<file path="config.mk">
export PLATFORM = sky130hd
export DESIGN_NAME = pipeline_hazard_ctrl
export DESIGN_NICKNAME = d
export VERILOG_FILES = /design/src/rtl/pipeline_hazard_ctrl.sv
export SDC_FILE = /design/constraint.sdc
export NUM_CORES = 1
export LEC_CHECK = 0
export CAP_MARGIN = 15
export CORE_MARGIN = 3
export CORE_UTILIZATION = 30
export CTS_BUF_LIST = sky130_fd_sc_hd__clkbuf_2
export DETAILED_ROUTE_END_ITERATION = 6
export GPL_TIMING_DRIVEN = 1
export PLACE_DENSITY_LB_ADDON = 0.05
export RECOVER_POWER = 50
export SLEW_MARGIN = 20
export SYNTH_ARGS = -nofsm -noshare
export SYNTH_HDL_FRONTEND = slang
export SYNTH_SLANG_ARGS = --single-unit
</file>
<file path="constraint.sdc">
create_clock -name clk -period 2.8 [get_ports clk]
set_input_delay 0.56 -clock clk [delete_from_list [all_inputs] [get_ports clk]]
set_output_delay 0.56 -clock clk [all_outputs]
set_load 0.02 [all_outputs]
</file>
<file path="src/rtl/pipeline_hazard_ctrl.sv">
// pipeline_hazard_ctrl: stall/flush sequencer for the 5-stage LC-3b pipeline.
// Gates the PC and pipeline-register load enables, inserts bubbles on load-use
// hazards, taken control transfers and cache misses, and steps the two-access
// MEM stage of LDI/STI.
// Optional feature macro: STALL_CNT_EN enables the saturating stall/flush
// performance counters. When it is undefined, both counters read as zero.
module pipeline_hazard_ctrl #(
  parameter int unsigned CNT_W = 16
) (
  input  logic             clk,
  input  logic             rst,
  input  logic [2:0]       IF_ID_sr1,
  input  logic [2:0]       IF_ID_sr2,
  input  logic             IF_ID_use_sr1,
  input  logic             IF_ID_use_sr2,
  input  logic             ID_EX_mem_read,
  input  logic [2:0]       ID_EX_dest,
  input  logic             EX_MEM_mem_op,
  input  logic             EX_MEM_indirect,
  input  logic             EX_MEM_br_taken,
  input  logic             imem_resp,
  input  logic             dmem_resp,
  output logic             pc_load,
  output logic             IF_ID_load,
  output logic             ID_EX_load,
  output logic             EX_MEM_load,
  output logic             MEM_WB_load,
  output logic             IF_ID_bubble,
  output logic             ID_EX_bubble,
  output logic             EX_MEM_bubble,
  output logic             pc_sel_target,
  output logic             dmem_req,
  output logic             ind_phase2,
  output logic             ind_ptr_load,
  output logic [CNT_W-1:0] stall_cycles,
  output logic [CNT_W-1:0] flush_count
);

  typedef enum logic [1:0] {
    MEM_IDLE   = 2'd0,
    IND_FIRST  = 2'd1,
    IND_SECOND = 2'd2
  } mem_state_e;

  mem_state_e state_q, state_d;
  logic       mem_done;
  logic       load_use;
  logic       flush;

  // Next state of the indirect-access sequencer.
  always_comb begin
    state_d = state_q;
    unique case (state_q)
      MEM_IDLE:   if (EX_MEM_indirect) state_d = IND_FIRST;
      IND_FIRST:  if (dmem_resp)       state_d = IND_SECOND;
      IND_SECOND: if (dmem_resp)       state_d = MEM_IDLE;
      default:                         state_d = MEM_IDLE;
    endcase
  end

  // Indirect-access state register; reset aborts any access in flight.
  always_ff @(posedge clk or posedge rst) begin
    if (rst) state_q <= MEM_IDLE;
    else     state_q <= state_d;
  end

  // MEM completion and hazard detection.
  always_comb begin
    if (!EX_MEM_mem_op)       mem_done = 1'b1;
    else if (EX_MEM_indirect) mem_done = (state_q == IND_SECOND) && dmem_resp;
    else                      mem_done = dmem_resp;
    load_use = ID_EX_mem_read &&
               ((IF_ID_use_sr1 && (IF_ID_sr1 == ID_EX_dest)) ||
                (IF_ID_use_sr2 && (IF_ID_sr2 == ID_EX_dest)));
    flush    = !rst && EX_MEM_br_taken && mem_done;
  end

  // Prioritised load-enable / bubble generation.
  always_comb begin
    pc_load       = 1'b1;
    IF_ID_load    = 1'b1;
    ID_EX_load    = 1'b1;
    EX_MEM_load   = 1'b1;
    MEM_WB_load   = 1'b1;
    IF_ID_bubble  = 1'b0;
    ID_EX_bubble  = 1'b0;
    EX_MEM_bubble = 1'b0;
    pc_sel_target = 1'b0;
    if (rst) begin
      pc_load       = 1'b0;
      IF_ID_load    = 1'b0;
      ID_EX_load    = 1'b0;
      EX_MEM_load   = 1'b0;
      MEM_WB_load   = 1'b0;
      IF_ID_bubble  = 1'b1;
      ID_EX_bubble  = 1'b1;
      EX_MEM_bubble = 1'b1;
    end else if (EX_MEM_mem_op && !mem_done) begin
      pc_load     = 1'b0;
      IF_ID_load  = 1'b0;
      ID_EX_load  = 1'b0;
      EX_MEM_load = 1'b0;
      MEM_WB_load = 1'b0;
    end else if (EX_MEM_br_taken) begin
      pc_sel_target = 1'b1;
      IF_ID_bubble  = 1'b1;
      ID_EX_bubble  = 1'b1;
      EX_MEM_bubble = 1'b1;
    end else if (load_use) begin
      pc_load      = 1'b0;
      IF_ID_load   = 1'b0;
      ID_EX_bubble = 1'b1;
    end else if (!imem_resp) begin
      pc_load      = 1'b0;
      IF_ID_bubble = 1'b1;
    end
  end

  // Memory-side strobes, forced quiet while reset is held.
  always_comb begin
    dmem_req     = !rst && EX_MEM_mem_op;
    ind_phase2   = (state_q == IND_SECOND);
    ind_ptr_load = !rst && (state_q == IND_FIRST) && dmem_resp;
  end

`ifdef STALL_CNT_EN
  logic [CNT_W-1:0] stall_q, flush_q;

  // Saturating performance counters.
  always_ff @(posedge clk or posedge rst) begin
    if (rst) begin
      stall_q <= '0;
      flush_q <= '0;
    end else begin
      if (!pc_load && (stall_q != '1)) stall_q <= stall_q + 1'b1;
      if (flush && (flush_q != '1))    flush_q <= flush_q + 1'b1;
    end
  end

  assign stall_cycles = stall_q;
  assign flush_count  = flush_q;
`else
  assign stall_cycles = '0;
  assign flush_count  = '0;
`endif

endmodule

</file>
### After elaboration in Yosys (flattened, before gate mapping)

Cells that the tools add are included.

* eq/ne operators: 7
* muxes and demuxes: 30
* reduce and logical (&&, ||, !) cells: 13

Operator list (count)
* $mux W1: 26
* $logic_and A1 B1 Y1: 8
* $eq A3 B3 Y1: 2
* $mux W2: 3
* $ne A2 B2 Y1 const B: 3
* $pmux W2 S3: 1
* $reduce_and A3 Y1: 1
* $eq A2 B1 Y1 const B: 1
* $eq A2 B2 Y1 const B: 1
* $logic_not A1 Y1: 2
* $logic_not A2 Y1: 1
* $logic_or A1 B1 Y1: 1

* bits in registers: 2
* input port bits: 19
* output and inout port bits: 44
* logic and storage cells: 51

### Logic depth before layout (Yosys ltp)

Gate-level depths: netlist of the first run.

* word-level depth: 8
* mapped depth: 4
* depth with buffers taken out: 4

### Least setup slack after synthesis of the first run

No wires, ideal clock.

* kind: input-to-output
* from: in IF_ID_sr1[0]
* to: out ID_EX_bubble
* arrival time: 1.369 ns
* data required time: 2.240 ns
* slack: 0.871 ns
* stages: 4
* cells stage by stage: xnor2_1 and4_4 nor2_1 o211ai_1

* word-level cells in the longest chain between the ends: 8

Ends and longest elaborated chain
* start, declared: RTL line 12 `input logic [2:0] IF_ID_sr1,`
* $eq A3 B3 Y1: RTL line 73 `((IF_ID_use_sr1 && (IF_ID_sr1 == ID_EX_dest)) ||`
* $logic_and A1 B1 Y1: RTL line 73
* $logic_or A1 B1 Y1: RTL line 73
* $logic_and A1 B1 Y1: RTL line 72 `load_use = ID_EX_mem_read &&`
* $mux W1: RTL line 109 `end else if (load_use) begin`
* $mux W1: RTL line 104 `end else if (EX_MEM_br_taken) begin`
* $mux W1: RTL line 98 `end else if (EX_MEM_mem_op && !mem_done) begin`
* $mux W1: RTL line 89 `if (rst) begin`
* end, declared: RTL line 29 `output logic ID_EX_bubble,`

Every way passes these cells.

### Worst setup path after layout of the first run

* from: in dmem_resp
* to: out EX_MEM_bubble

* word-level cells in the longest chain between the ends: 7

Ends and longest elaborated chain
* start, declared: RTL line 22 `input logic dmem_resp,`
* $logic_and A1 B1 Y1: RTL line 70 `else if (EX_MEM_indirect) mem_done = (state_q == IND_SECOND) && dmem_resp;`
* $mux W1 *: RTL line 70
* $mux W1 *: RTL line 69 `if (!EX_MEM_mem_op) mem_done = 1'b1;`
* $logic_not A1 Y1 *: RTL line 98
* $logic_and A1 B1 Y1 *: RTL line 98
* $mux W1 *: RTL line 98
* $mux W1 *: RTL line 89
* end, declared: RTL line 30 `output logic EX_MEM_bubble,`

Every way passes the cells marked *; elsewhere a longest branch is shown, timed or not.

==> results of run 1 <==
==> cell type report <==
| type | instances | area share |
|---|---|---|
| multi-input cells | 65 | 0.480 |
| repair buffers | 32 | 0.381 |
| flip-flops and latches | 2 | 0.0648 |
| well taps | 25 | 0.0405 |
| clock buffers | 3 | 0.0194 |
| inverters | 3 | 0.0146 |
==> layer usage <==
metal | global-route usage | vias to the layer above
met2 | 0.119 | 37
met5 | 0 | -
met3 | 0.0514 | 0
met1 | 0.0856 | 194
li1 | - | 238
met4 | 0.0691 | 0
==> critical path, delay by kind of cell <==
| kind | cells | cell delay, ns |
|---|---|---|
| and+or+nand+nor | 1 | 0.09 |
| AOI/OAI and AO/OA | 2 | 0.35 |
| buffers and inverters | 2 | 1.12 |
==> stage by stage <==
step,util,total power [mW],TNS (ns)
after floorplan,-,0.222,0
after global placement,0.441,0.263,-0.149
after detailed placement,0.441,0.264,-0.135
after CTS,0.448,0.310,0
after global routing,0.438,0.323,0
final,0.438,0.296,0
==> kinds of logic (layout without fill, tap and decap cells) <==
group,count (synthesis),count (layout),synth area share
simple gates,15,15,0.162
buf+inv,37,38,0.467
other cells,1,32,0.00657
xor+xnor,6,6,0.0921
compound gates,12,12,0.184
flops,2,2,0.0877
==> how the worst min path moves through the flow <==
stage	startpoint	endpoint	slack [ns]
2_1_floorplan	rst	state_q[0]	0.33
3_3_place_gp	state_q[1]	state_q[0]	0.53
3_5_place_dp	state_q[1]	state_q[0]	0.53
4_1_cts	state_q[1]	state_q[0]	0.54
5_1_grt	state_q[1]	state_q[0]	0.56
6_report	state_q[1]	state_q[0]	0.53
==> cells in the final DEF, fill, tap and decap left out <==
cell | Yosys | routed
dfrtp_1 | 2 | 2
o21ai_0 | 2 | 2
dlygate4sd3_1 | 0 | 2
o21ai_2 | 1 | 1
a21boi_4 | 1 | 1
nand2b_4 | 1 | 1
a21oi_1 | 1 | 1
nor2_1 | 3 | 3
o21a_4 | 1 | 1
clkdlybuf4s50_1 | 0 | 20
and4_4 | 2 | 2
dlygate4sd2_1 | 0 | 3
inv_1 | 3 | 3
conb_1 | 1 | 32
clkbuf_1 | 0 | 4
xnor2_1 | 6 | 6
o22ai_1 | 1 | 1
o211a_1 | 1 | 1
and2_1 | 1 | 1
nor3_1 | 1 | 1
o31a_1 | 1 | 1
dlymetal6s2s_1 | 0 | 2
o21a_1 | 2 | 2
buf_4 | 34 | 1
or2_2 | 1 | 1
clkbuf_2 | 0 | 3
o211ai_1 | 1 | 1
nand2_1 | 4 | 4
nand2b_1 | 2 | 2
==> what timing repair did <==
item,CTS,global route
setup buffers,0,0
gates cloned,0,0
endpoints found under the setup margin,3,5
gates resized for setup,3,5
hold buffers,0,0
==> power by group <==
part           switching, mW  internal (mW)  total [mW]
registers             0.0156         0.0424      0.0580
logic                  0.108         0.0848       0.193
clock network         0.0170         0.0285      0.0454
==> results.yml, run 1 <==
run_status:
  status: "complete, no violations"
clock_tree:
  cts_tree: "yes"
  clockBufferDepth: 2
  clk_latency_ns: 0.19
  clock_sinks: 2
  clkTransAtPathRegs_ns: 0.03
  h-tree-depth: 1
  cts-root-buf: "clkbuf_2"
  numCtsBuffers: 3
detailed_routing:
  wl_um: 1060
  ant_nets: 0
  top_layer_used: "met3"
  viasPerCell: 3.61
  num_vias: 469
  route.detailed.drc: 0
  drt_iter0_drc: 3
  wl_met1_um: 360
  avgRoutedWirePerCell_um: 8.18
  met3_length_um: 196
  drtPass1Iterations: 2
  wl_met2_um: 506
floorplan:
  start_util: 0.323
  die_area_um2: 2460
  core_area_um2: 1760
  die_h_um: 49.6
  ioPinCount: 63
  rows: 15
  die_x_um: 49.6
cells_and_area:
  top_register: "state_q"
  finalInstanceArea_um2: 772
  antenna_cells: 0
  instances_no_fill: 130
  top_regs: "state_q x2"
  fillCellCount: 201
  drive_above_1_share: 0.105
  largest_reg_flops: 2
  multi_input_area_um2: 370
  regArea_um2: 50.0
  syn_to_final_growth_pct: 35.3
  fin_nets: 126
synth:
  syn_area_per_cell_um2: 7.82
  async_reset_ff_frac: 1.00
  netlist.area_leader.share: 0.447
  syn_inst: 73
  synth-edff-count: 0
  ys_ff_latch: 2
  synth_most_common_cell: "buf_4"
  synthFlopType: "dfrtp_1"
  yosysSeqAreaShare: 0.0877
  syn-cell-area_um2: 571
  synth_cell_types: 23
  synth_commonest_cells: "34 x buf_4, 6 x xnor2_1, 4 x nand2_1"
  synth-warning-count: 0
  synthTopCellsByArea: "buf_4 45%, xnor2_1 9.2%, dfrtp_1 8.8%, and4_4 3.9%, a21boi_4 3.3%"
  yosysTopAreaCell: "buf_4"
global_routing:
  overflow: 0
  antenna_found_initial: 0
  grt_max_degree: 7
  grt_pass1_wl_um: 1550
  grt_pass1_vias: 390
  grt.total_usage: 0.0835
setup_path:
  cp_slowest_stage_delay_ns: 0.60
  path_cells: "clkdlybuf4s50_1 > a21boi_4 > o21ai_0 > nand2_1 > clkdlybuf4s50_1"
  r2r_cells: 2
  crit_required_ns: 2.24
  endpoint: "EX_MEM_bubble"
  worstReg2RegEnd: "state_q[1]"
  cp-end-kind: "primary output"
  regToRegStartpoint: "state_q[0]"
  cp_max_fo: 4
  cp_slowest_cell: "clkdlybuf4s50_1"
  critical_path.startpoint: "dmem_resp"
  crit_top_cell: "clkdlybuf4s50_1"
  critPathKind: "in -> out"
  cp_data_arrival_time_ns: 2.13
  r2r_slack_ns: 2.03
  cp-start-kind: "input port"
place:
  placedCellCount: 127
  post-place-ws_ns: -0.0914
  numPortBuffers: 30
  dp.final_hpwl_um: 948
  dpl-instance-area_um2: 778
  place.gp.congestion: 0.623
power:
  p_leak_nw: 0.394
  irDropWorstVdd_mv: 0.167
  power.density_nw_per_um2: 384
job:
  maxCapViolations: 0
sta:
  max_freq_mhz: 372
  hold_ws_ns: 0.534
  clock_skew_ns: 0.00140
  period_share: 0.959
  finalHoldViolations: 0
  period_needed_ns: 2.69
  setup_ws_ns: 0.115
  report.final.slew_viol_count: 0
  setup_violations: 0
  rsz0062_at_grt: "false"
hold_path:
  hold_class: "reg -> reg"
  min_path_cells: 1
Power figures use the tool's default switching activity.
==> inputs of run 2 (changes only) <==
--- a/config.mk
+++ b/config.mk
@@ -6,8 +6,10 @@
 export NUM_CORES = 1
 export LEC_CHECK = 0
 export CAP_MARGIN = 15
+export CELL_PAD_IN_SITES_DETAIL_PLACEMENT = 1
+export CELL_PAD_IN_SITES_GLOBAL_PLACEMENT = 1
 export CORE_MARGIN = 3
-export CORE_UTILIZATION = 30
+export CORE_UTILIZATION = 19
 export CTS_BUF_LIST = sky130_fd_sc_hd__clkbuf_2
 export DETAILED_ROUTE_END_ITERATION = 6
 export GPL_TIMING_DRIVEN = 1
==> run 2 against run 1 <==
  * Sequential share of layout area fell by 0.093 points
  * Power up 0.49%
  * Sequential power up 2%
  * Sequential cell count unchanged
  * Wire length grew 20%
  * Largest cell class unchanged
  * Hold slack hardly changed
  * Final cell count increased by 5.4%
  * Maximum frequency increased by 1.2%
  * Combinational power about the same
  * Clock skew about the same
  * Highest routed layer unchanged
  * Global-route usage decreased by 1.7 points
  * Non-clock buffer count up 1
==> results.yml, run 2 (same netlist as run 1, synthesis figures left out) <==
setup_path:
  r2r_slack_ns: 2.00
  worstReg2RegEnd: "state_q[1]"
  path_cells: "clkdlybuf4s50_1 > a21boi_4 > o21a_4 > clkdlybuf4s50_1"
  cp_slowest_cell: "clkdlybuf4s50_1"
  cp_max_fo: 5
  cp-start-kind: "input port"
  crit_buf_inv: 2
  cp_data_arrival_time_ns: 2.09
  crit_required_ns: 2.24
  r2r_cells: 2
  regToRegStartpoint: "state_q[0]"
  crit_top_cell: "clkdlybuf4s50_1"
  critPathKind: "in -> out"
  cp-end-kind: "primary output"
  cp_slowest_stage_delay_ns: 0.60
  path_delay_family: "buffers and inverters"
place:
  place.gp.congestion: 0.647
  placedCellCount: 134
  numPortBuffers: 30
  dp.final_hpwl_um: 1200
sta:
  max_freq_mhz: 377
  finalHoldViolations: 0
  rsz0062_at_grt: "false"
  period_needed_ns: 2.65
  hold_ws_ns: 0.534
  period_share: 0.948
  clock_skew_ns: 0.00166
  report.final.slew_viol_count: 0
  setup_violations: 0
clock_tree:
  h-tree-depth: 1
  numCtsBuffers: 3
  clock_sinks: 2
  clkTransAtPathRegs_ns: 0.03
  cts-root-buf: "clkbuf_2"
  clk_latency_ns: 0.18
  cts_tree: "yes"
  clockBufferDepth: 2
hold_path:
  min_to: "state_q[0]"
  hold_path_startpoint: "state_q[1]"
  min_path_cells: 1
  hold_class: "reg -> reg"
cells_and_area:
  fillCellCount: 366
  largest_reg_flops: 2
  layout_common_cells: "32 x conb_1, 20 x clkdlybuf4s50_1, 6 x xnor2_1"
  antenna_cells: 0
  fin_nets: 127
  final_common_cell: "conb_1"
  drive_above_1_share: 0.113
  top_regs: "state_q x2"
  top_register: "state_q"
  instances_no_fill: 137
  syn_to_final_growth_pct: 37.3
floorplan:
  rows: 19
  die_h_um: 60.8
  die_x_um: 60.8
  start_util: 0.203
  core_area_um2: 2810
  die_area_um2: 3700
  ioPinCount: 63
global_routing:
  grt.total_usage: 0.0666
  grt_pass1_wl_um: 1850
  overflow: 0
  grt_pass1_vias: 493
  antenna_found_initial: 0
  grt_max_degree: 7
detailed_routing:
  wl_um: 1280
  drt_iter0_drc: 4
  ant_nets: 0
  drtPass1Iterations: 2
  route.detailed.drc: 0
  avgRoutedWirePerCell_um: 9.33
  num_vias: 486
  viasPerCell: 3.55
power:
  p_leak_nw: 0.389
  irDropWorstVdd_mv: 0.0928
  fin_total_pwr_uw: 298
  power.density_nw_per_um2: 380
job:
  maxCapViolations: 0
run_status:
  status: "complete, no violations"
## run 2: layer usage
layer | vias up | GRT usage | wire length, µm
met5 | - | 0 | 0
met4 | 0 | 0.0279 | 0
met3 | 0 | 0.0340 | 209
met2 | 39 | 0.124 | 606
met1 | 210 | 0.0605 | 462
li1 | 237 | - | -
## run 2: per-stage QoR
step / instance area, µm² / utilization / worst slack, ns / TNS, ns
global placement: 793 / 0.283 / -0.0933 / -0.174
floorplan: 687 / - / 0.871 / 0
global route: 783 / 0.279 / 0.0804 / 0
finish: 783 / 0.279 / 0.146 / 0
CTS: 803 / 0.286 / 0.00466 / 0
detailed placement: 793 / 0.283 / -0.118 / -0.210
## run 2: power breakdown
group	internal [mW]	total [mW]	switching (mW)
Clock	0.0284	0.0434	0.0149
Combinational	0.0853	0.195	0.110
Sequential	0.0424	0.0589	0.0165
## run 2: how the worst max path moves through the flow
stage / from / to / slack, ns / cells after the start
after floorplan: IF_ID_sr1[0] / ID_EX_bubble / 0.87 / 4
after global placement: ID_EX_dest[0] / ID_EX_bubble / -0.09 / 6
after detailed placement: ID_EX_dest[0] / ID_EX_bubble / -0.12 / 6
after CTS: dmem_resp / pc_sel_target / 0.005 / 5
after global routing: dmem_resp / EX_MEM_load / 0.08 / 4
final: dmem_resp / EX_MEM_load / 0.15 / 4
## run 2: area by class of cell
cell class	count	area, µm²	area share
clock buffers	3	15.0	0.0192
inverters	3	11.3	0.0144
multi-input cells	65	370	0.473
flip-flops and latches	2	50.0	0.0639
well taps	31	38.8	0.0495
repair buffers	33	298	0.380
## run 2: repair_timing
item                                    4_1_cts  5_1_grt
pin swaps                                     0        0
buffers inserted                              0        0
hold endpoints to repair                      0        0
gates resized for setup                       4        4
cloned                                        0        0
hold buffers                                  0        0
endpoints found under the setup margin        4        4
